File: src/rtl/fpnew_pkg.sv
// fpnew_pkg: subset of the fpnew type definitions used by the request issuer
package fpnew_pkg;
    typedef enum logic [2:0] {
        RNE = 3'b000,
        RTZ = 3'b001,
        RDN = 3'b010,
        RUP = 3'b011,
        RMM = 3'b100,
        ROD = 3'b101,
        DYN = 3'b111
    } roundmode_e;
    typedef enum logic [3:0] {
        FMADD, FNMSUB, ADD, MUL, DIV, SQRT, SGNJ, MINMAX,
        CMP, CLASSIFY, F2F, F2I, I2F, CPKAB, CPKCD
    } operation_e;
    typedef enum logic [2:0] {FP32, FP64, FP16, FP8, FP16ALT} fp_format_e;
    typedef enum logic [1:0] {INT8, INT16, INT32, INT64} int_format_e;
    typedef struct packed {
        logic NV;
        logic DZ;
        logic OF;
        logic UF;
        logic NX;
    } status_t;
endpackage

File: src/rtl/fpu_req_issuer_pkg.sv
// fpu_req_issuer_pkg: issuer FSM states, rounding-mode resolution, fflags packing
package fpu_req_issuer_pkg;
    import fpnew_pkg::*;
    typedef enum logic [2:0] {IDLE, REQ, WAIT, RESP, DRAIN} state_e;
    function automatic roundmode_e resolve_rm(input roundmode_e rm, input logic [2:0] frm);
        return rm != DYN ? rm : (frm > 3'd4 ? RNE : roundmode_e'(frm));
    endfunction
    function automatic logic [4:0] pack_fflags(input status_t s);
        return {s.NV, s.DZ, s.OF, s.UF, s.NX};
    endfunction
endpackage

File: src/rtl/fpu_req_issuer.sv
// fpu_req_issuer: single-outstanding initiator for the fpnew_top request/response handshake
//   req_*   : issue-stage request (valid/ready), frm_i resolves DYN rounding at accept
//   fpu_*   : registered request to the FPU, result handshake back, fpu_flush_o
//   wb_*    : captured result/fflags/tag for writeback (valid/ready), wb_err_o on timeout
//   FPU_REQ_TIMEOUT_EN enables a TIMEOUT_CYCLES watchdog over REQ/WAIT
module fpu_req_issuer
    import fpnew_pkg::*;
    import fpu_req_issuer_pkg::*;
#(
    parameter int unsigned WIDTH          = 64,
    parameter int unsigned TAG_W          = 5,
    parameter int unsigned TIMEOUT_CYCLES = 256
) (
    input  logic                    clk_i,
    input  logic                    rst_i,
    input  logic                    req_valid_i,
    output logic                    req_ready_o,
    input  logic [2:0][WIDTH-1:0]   req_operands_i,
    input  roundmode_e              req_rnd_mode_i,
    input  operation_e              req_op_i,
    input  logic                    req_op_mod_i,
    input  fp_format_e              req_src_fmt_i,
    input  fp_format_e              req_dst_fmt_i,
    input  int_format_e             req_int_fmt_i,
    input  logic [TAG_W-1:0]        req_tag_i,
    input  logic [2:0]              frm_i,
    input  logic                    flush_i,
    output logic [2:0][WIDTH-1:0]   fpu_operands_o,
    output roundmode_e              fpu_rnd_mode_o,
    output operation_e              fpu_op_o,
    output logic                    fpu_op_mod_o,
    output fp_format_e              fpu_src_fmt_o,
    output fp_format_e              fpu_dst_fmt_o,
    output int_format_e             fpu_int_fmt_o,
    output logic [TAG_W-1:0]        fpu_tag_o,
    output logic                    fpu_vectorial_op_o,
    output logic                    fpu_in_valid_o,
    input  logic                    fpu_in_ready_i,
    output logic                    fpu_flush_o,
    input  logic [WIDTH-1:0]        fpu_result_i,
    input  status_t                 fpu_status_i,
    input  logic [TAG_W-1:0]        fpu_tag_i,
    input  logic                    fpu_out_valid_i,
    output logic                    fpu_out_ready_o,
    input  logic                    fpu_busy_i,
    output logic                    wb_valid_o,
    input  logic                    wb_ready_i,
    output logic [WIDTH-1:0]        wb_result_o,
    output logic [4:0]              wb_fflags_o,
    output logic [TAG_W-1:0]        wb_tag_o,
    output logic                    wb_err_o
);
    if (TIMEOUT_CYCLES < 2) begin : g_bad_timeout
        $error("TIMEOUT_CYCLES must be at least 2");
    end
    state_e state_q, state_d;
    logic   rst_q, tmo_q, tmo_hit, tmo_take, accept, capture;
    assign accept             = state_q == IDLE && req_valid_i && !flush_i;
    assign capture            = state_q == WAIT && fpu_out_valid_i && !flush_i;
    assign req_ready_o        = state_q == IDLE;
    assign fpu_in_valid_o     = state_q == REQ;
    assign fpu_out_ready_o    = state_q == WAIT || state_q == DRAIN;
    assign wb_valid_o         = state_q == RESP;
    assign fpu_vectorial_op_o = 1'b0;
    // timeout flush is registered so fpu_in_ready_i/fpu_out_valid_i never reach fpu_flush_o combinationally
    assign fpu_flush_o        = !rst_i && (flush_i || rst_q || tmo_q);
    always_comb begin
        state_d  = state_q;
        tmo_take = 1'b0;
        case (state_q)
            IDLE:  state_d = accept ? REQ : IDLE;
            REQ: begin
                tmo_take = !flush_i && !fpu_in_ready_i && tmo_hit;
                state_d  = flush_i ? IDLE : fpu_in_ready_i ? WAIT : tmo_hit ? RESP : REQ;
            end
            WAIT: begin
                tmo_take = !flush_i && !fpu_out_valid_i && tmo_hit;
                state_d  = flush_i ? DRAIN : (fpu_out_valid_i || tmo_hit) ? RESP : WAIT;
            end
            RESP:  state_d = (flush_i || wb_ready_i) ? IDLE : RESP;
            DRAIN: state_d = (!fpu_busy_i || fpu_out_valid_i) ? IDLE : DRAIN;
            default: state_d = IDLE;
        endcase
    end
    always_ff @(posedge clk_i) rst_q <= rst_i;
    always_ff @(posedge clk_i) begin
        if (rst_i) begin
            state_q        <= IDLE;
            tmo_q          <= 1'b0;
            fpu_operands_o <= '0;
            fpu_rnd_mode_o <= RNE;
            fpu_op_o       <= FMADD;
            fpu_op_mod_o   <= 1'b0;
            fpu_src_fmt_o  <= FP32;
            fpu_dst_fmt_o  <= FP32;
            fpu_int_fmt_o  <= INT8;
            fpu_tag_o      <= '0;
            wb_result_o    <= '0;
            wb_fflags_o    <= '0;
            wb_tag_o       <= '0;
        end else begin
            state_q <= state_d;
            tmo_q   <= tmo_take;
            if (accept) begin
                fpu_operands_o <= req_operands_i;
                fpu_rnd_mode_o <= resolve_rm(req_rnd_mode_i, frm_i);
                fpu_op_o       <= req_op_i;
                fpu_op_mod_o   <= req_op_mod_i;
                fpu_src_fmt_o  <= req_src_fmt_i;
                fpu_dst_fmt_o  <= req_dst_fmt_i;
                fpu_int_fmt_o  <= req_int_fmt_i;
                fpu_tag_o      <= req_tag_i;
            end
            if (tmo_take) begin
                wb_result_o <= '0;
                wb_fflags_o <= '0;
                wb_tag_o    <= fpu_tag_o;
            end else if (capture) begin
                wb_result_o <= fpu_result_i;
                wb_fflags_o <= pack_fflags(fpu_status_i);
                wb_tag_o    <= fpu_tag_i;
            end
        end
    end
`ifdef FPU_REQ_TIMEOUT_EN
    localparam int unsigned CW = $clog2(TIMEOUT_CYCLES);
    logic [CW-1:0] cnt_q;
    assign tmo_hit = cnt_q == CW'(TIMEOUT_CYCLES - 1);
    // cleared while idle, so it starts from zero on every entry to REQ
    always_ff @(posedge clk_i) begin
        if (rst_i || state_q == IDLE) cnt_q <= '0;
        else if (state_q == REQ || state_q == WAIT) cnt_q <= cnt_q + 1'b1;
    end
    always_ff @(posedge clk_i) begin
        if (rst_i) wb_err_o <= 1'b0;
        else if (tmo_take) wb_err_o <= 1'b1;
        else if (capture) wb_err_o <= 1'b0;
    end
`else
    assign tmo_hit  = 1'b0;
    assign wb_err_o = 1'b0;
`endif
endmodule

File: config.mk
export PLATFORM = sky130hd
export DESIGN_NAME = fpu_req_issuer
export DESIGN_NICKNAME = d
export VERILOG_FILES = /design/src/rtl/fpnew_pkg.sv /design/src/rtl/fpu_req_issuer_pkg.sv /design/src/rtl/fpu_req_issuer.sv
export SDC_FILE = /design/constraint.sdc
export NUM_CORES = 1
export LEC_CHECK = 0
export ABC_AREA = 1
export CORE_AREA = 2 2 231 233
export CTS_CLUSTER_DIAMETER = 50
export DETAILED_ROUTE_END_ITERATION = 8
export DIE_AREA = 0 0 233 235
export HOLD_SLACK_MARGIN = 0.03
export PLACE_DENSITY_LB_ADDON = 0.08
export SYNTH_ARGS = -nofsm -noshare
export SYNTH_HDL_FRONTEND = slang
export SYNTH_SLANG_ARGS = --single-unit
File: constraint.sdc
create_clock -name clk_i -period 1.7 [get_ports clk_i]
set_clock_uncertainty 0.05 [all_clocks]
set_input_delay 0.34 -clock clk_i [delete_from_list [all_inputs] [get_ports clk_i]]
set_output_delay 0.34 -clock clk_i [all_outputs]
set_load 0.01 [all_outputs]
; ---- Yosys cells after proc, flatten, opt, wreduce, memory -nomap -nowiden
; Index checks and enable logic that the tools add are counted.
[op_classes]
magnitude_cmp = 1
n_eq_ne = 5
mux = 10
reduce_logical = 13
[ops]
columns = op, count
row1 = 3-bit case mux with 5 select lines, 1
row2 = 3-bit two-way mux, 4
row3 = "3-bit by 2-bit equality test with 1-bit output, second input constant", 2
row4 = 2-bit two-way mux, 3
row5 = 1-bit logical AND, 5
row6 = 1-bit logical OR, 4
row7 = "3-bit by 1-bit equality test with 1-bit output, second input constant", 1
row8 = "3-bit equality test, second input constant", 1
row9 = "3-bit > comparator, second input constant", 1
row10 = 1-bit zero test, 3
row11 = 3-bit zero test, 1
row12 = "3-bit != test, second input constant", 1
row13 = 1-bit two-way mux, 2
[totals]
reg_bits = 291
input_bits = 298
output_inout_bits = 294
word_cells = 44

; ---- Depth between registers and ports, before layout
[logic_depth]
word_depth = 5
mapped_depth = 9
depth_no_buf = 7

; ---- Worst setup path before layout
; Ideal clock, no wire load.
[synth_timing]
kind = flip-flop to flip-flop
start = register state_q[2]
end = register wb_result_o[10]
setup_time_ps = 116
arrival_time_ps = 1152
t_required_ps = 1534
path_slack_ps = 383
stages_incl_launch_ff = 9
path_buffers = 2
synth_period_minus_slack_ps = 1317
cell_sequence = dfxtp_1 -> inv_2 -> nand3_2 -> nor2_2 -> inv_1 -> buf_4 -> buf_6 -> nor2_1 -> nor2_1
[synth_between]
elab_chain_len = 3
[synth_rtl]
columns = item, line
row1 = start: declaration, fpu_req_issuer.sv:56  ; state_e state_q, state_d;
row2 = start signal: assignment, fpu_req_issuer.sv:102  ; state_q <= state_d;
row3 = 3-bit by 2-bit equality test with 1-bit output, fpu_req_issuer.sv:59  ; assign capture = state_q == WAIT && fpu_out_valid_i && !flush_i;
row4 = 1-bit logical AND (2 in series), fpu_req_issuer.sv:59
row5 = end signal: assignment, fpu_req_issuer.sv:119  ; wb_result_o <= fpu_result_i;
row6 = end: declaration, fpu_req_issuer.sv:48  ; output logic [WIDTH-1:0] wb_result_o,
; No other way between the ends.
; A chain may end at the register's enable or synchronous reset.

; ---- Worst setup path after layout
[layout_timing]
start = register state_q[1]
end = output port fpu_out_ready_o
[layout_between]
elab_chain_len = 2
elab_cells_between_ends = 3
cone_classes = 2 x eq/ne / 1 x reduce/logical
[layout_rtl]
columns = item, line
row1 = 3-bit by 2-bit equality test with 1-bit output / 3-bit equality test (equally long branches), fpu_req_issuer.sv:62  ; assign fpu_out_ready_o = state_q == WAIT || state_q == DRAIN;
row2 = 1-bit logical OR (*), fpu_req_issuer.sv:62
row3 = end: declaration, fpu_req_issuer.sv:44  ; output logic fpu_out_ready_o,
; Mark *: on every way between the ends. The rest lies on a longest branch, timed or not.

==> flow_summary_export.csv <==
group,metric,value,unit
layout,drive_gt1_share,9.858,%
timing,slew_viol_final,0,
detailed_routing,dr.first_iter.drc_count,400,
placement,pre_cts_slack,-330.6,ps
floorplanning,start_util,19.63,%
yosys,synthCells,1297,
grt,grt_pass1_wl,67390,µm
floorplanning,dieHeight,235,µm
detailed_routing,top_layer,"met5",
layout,final_area,18980,µm²
yosys,syn_area,10250,µm²
power_and_ir_drop,powerDensity,1043,nW/µm²
flow_run,max_cap_violations,0,
yosys,synth.area.top_cells,"dfxtp_1 57%, nor2_1 21%, o21ai_0 11%",
placement,place_area,17470,µm²
layout,layout.nets,2229,
grt,overflow,0,
worst_setup_path,crit_type,"flip-flop to output port",
clock_network,clock_sinks,291,
floorplanning,die_x,233,µm
grt,grt_antenna_before_repair,4,
min_path,hold_path.class,"primary input to flip-flop",
clock_network,cts_root_buffer,"clkbuf_16",
detailed_routing,route.met3.wl,4151,µm
detailed_routing,wl_met1,18830,µm
worst_setup_path,required,1310,ps
min_path,hold_path_depth,3,
run_status,violations,"setup timing",
floorplanning,io_pins,592,
detailed_routing,vias,10764,
placement,place_inst,2559,
run_status,status,"complete, but fails checks",
timing,hold_viol,0,
detailed_routing,vias_per_cell,4.048,
yosys,ys_seq_area_share,56.81,%
timing,setup_tns,-165.2,ps
detailed_routing,detail_route.wl_per_cell,17.54,µm
grt,grt_usage,16.07,%
timing,setup_violations,4,
layout,fin_util,36.34,%
placement,place_congestion,0.7623,
layout,areaGrowthSynthToFinish,85.13,%
clock_network,ctsHtreeMaxLevel,2,
power_and_ir_drop,p_leak,9.135,nW
min_path,min_to,"fpu_operands_o[46]",
clock_network,ctsLongestPathBuffers,3,
worst_setup_path,cp-end-kind,"output port",
clock_network,path_clk_slew,60,ps
timing,period_needed,1768,ps
placement,io_buffer_count,589,
floorplanning,rows,84,
layout,fin_cells,2659,
grt,grt_pass1_vias,10658,
yosys,syn_area_per_cell,7.907,µm²
worst_setup_path,critPathArrivalTime,1380,ps
worst_setup_path,r2r_end,"fpu_rnd_mode_o[0]",
detailed_routing,drc_errors,0,
worst_setup_path,crit-reg2reg-launch,"state_q[1]",
floorplanning,core,52240,µm²
clock_network,clock_latency,560,ps
yosys,synth_top_cell_area_share,56.81,%
worst_setup_path,r2r_setup_slack,80,ps
timing,post-route-worst-setup-slack,-68.49,ps
power_and_ir_drop,ir_drop,0.6020,mV
detailed_routing,routed_wl,46640,µm
worst_setup_path,worst_setup_path_start_kind,"flip-flop",
worst_setup_path,worst_r2r_path_depth,9,
detailed_routing,wl_met2,22690,µm
placement,dpl.hpwl,34200,µm
yosys,ys_types,22,
floorplanning,die_area,54760,µm²
yosys,yosys.area.top_type,"dfxtp_1",
timing,rsz0062_at_grt,"true",
min_path,hold_start,"req_operands_i[46]",
yosys,ys_seq_elements,291,
timing,fin_crit_sh,104.0,%
detailed_routing,drt_pass1_iterations,4,
timing,fmax,565.5,MHz
clock_network,cts_made_buffers,46,
detailed_routing,drtAntennaViolNets,0,
grt,grt_max_degree,52,
clock_network,cts_tree,"built",
worst_setup_path,crit_fanout,4,
yosys,yosys_warnings,0,
## critical path: stages, from the launching register on
cell and delay [ps]:
dfxtp_4 360, nor2_4 130, buf_6 110, nand2_2 40, nand2_2 70, buf_6 110
## final cells by class
class	instances	area, µm²
fill	5491	33250
timing repair buffer	680	6751
sequential	291	5834
multi-input combinational	899	3837
clock buffer	65	1376
tap	688	860.8
clock inverter	20	257.7
inverter	13	58.81
antenna	3	7.507
## power breakdown
part	leakage, nW	switching, mW	internal (mW)	total [mW]
combinational	5.95	1.11	1.38	2.49
sequential	2.39	0.165	7.20	7.37
clock	0.799	3.53	6.42	9.94
total	9.13	4.80	15.0	19.8
## metrics by stage
stage	hold slack [ps]	power (mW)
after detailed placement	412.3	10.29
after global routing	278.5	20.70
after floorplan	317.7	8.354
after CTS	266.6	20.16
after global placement	403.9	10.28
final	307.8	19.80
## layer usage
| metal | GRT usage, % | vias up |
|---|---|---|
| li1 | - | 5455 |
| met1 | 18.17 | 4886 |
| met2 | 27.83 | 359 |
| met3 | 6.189 | 62 |
| met4 | 4.690 | 2 |
| met5 | 0 | - |
## registers in the layout (all words and copies together), names as in the netlist
signal / cells
fpu_rnd_mode_o: 3
wb_tag_o: 5
fpu_op_mod_o: 1
fpu_dst_fmt_o: 3
state_q: 3
fpu_int_fmt_o: 2
rst_q: 1
wb_result_o: 64
fpu_src_fmt_o: 3
wb_fflags_o: 5
fpu_tag_o: 5
fpu_operands_o: 192
fpu_op_o: 4
## what timing repair did
item / 4_1_cts / 5_1_grt
pin swaps: 2 / 7
setup buffers: 3 / 4
hold buffers: 0 / 0
resized for setup: 316 / 21
endpoints found under the setup margin: 292 / 32
gates cloned: 0 / 6
## synth_stat cells (all sizes together)
cell	instances
a21oi	6
buf	54
clkbuf	41
conb	1
dfxtp	291
inv	13
nand2	15
nand3	7
nand4	3
nor2	580
o211ai	1
o21ai	285
## kinds of logic after synthesis
kind of cell    count (synthesis)  share of synthesized area [%]
buf+inv                       108                          6.137
simple gates                  605                          22.74
flops                         291                          56.81
compound gates                292                          14.28
other cells                     1                        0.03657
## cells in the final DEF (no fill, tap or decap), drive strengths merged, types with 7 or more instances in the layout
cell type	synthesis	layout
clkinv	0	8
clkdlybuf4s50	0	296
dfxtp	291	291
inv	13	17
dlygate4sd2	0	288
nand2	15	15
clkbuf	41	70
nor2	580	580
buf	54	91
nand3	7	7
o21ai	285	285
## worst max path at each step
stage	slack, ps	from	endpoint	cells past startpoint
6_report	-70	state_q[1]	fpu_out_ready_o	5
3_5_place_dp	-330	flush_i	wb_result_o[49]	8
4_1_cts	-130	state_q[0]	fpu_out_ready_o	5
3_3_place_gp	-340	flush_i	fpu_flush_o	4
5_1_grt	-140	state_q[1]	fpu_out_ready_o	5
2_1_floorplan	380	state_q[2]	wb_result_o[10]	8
Note: power is estimated with default switching activity, not from simulation.
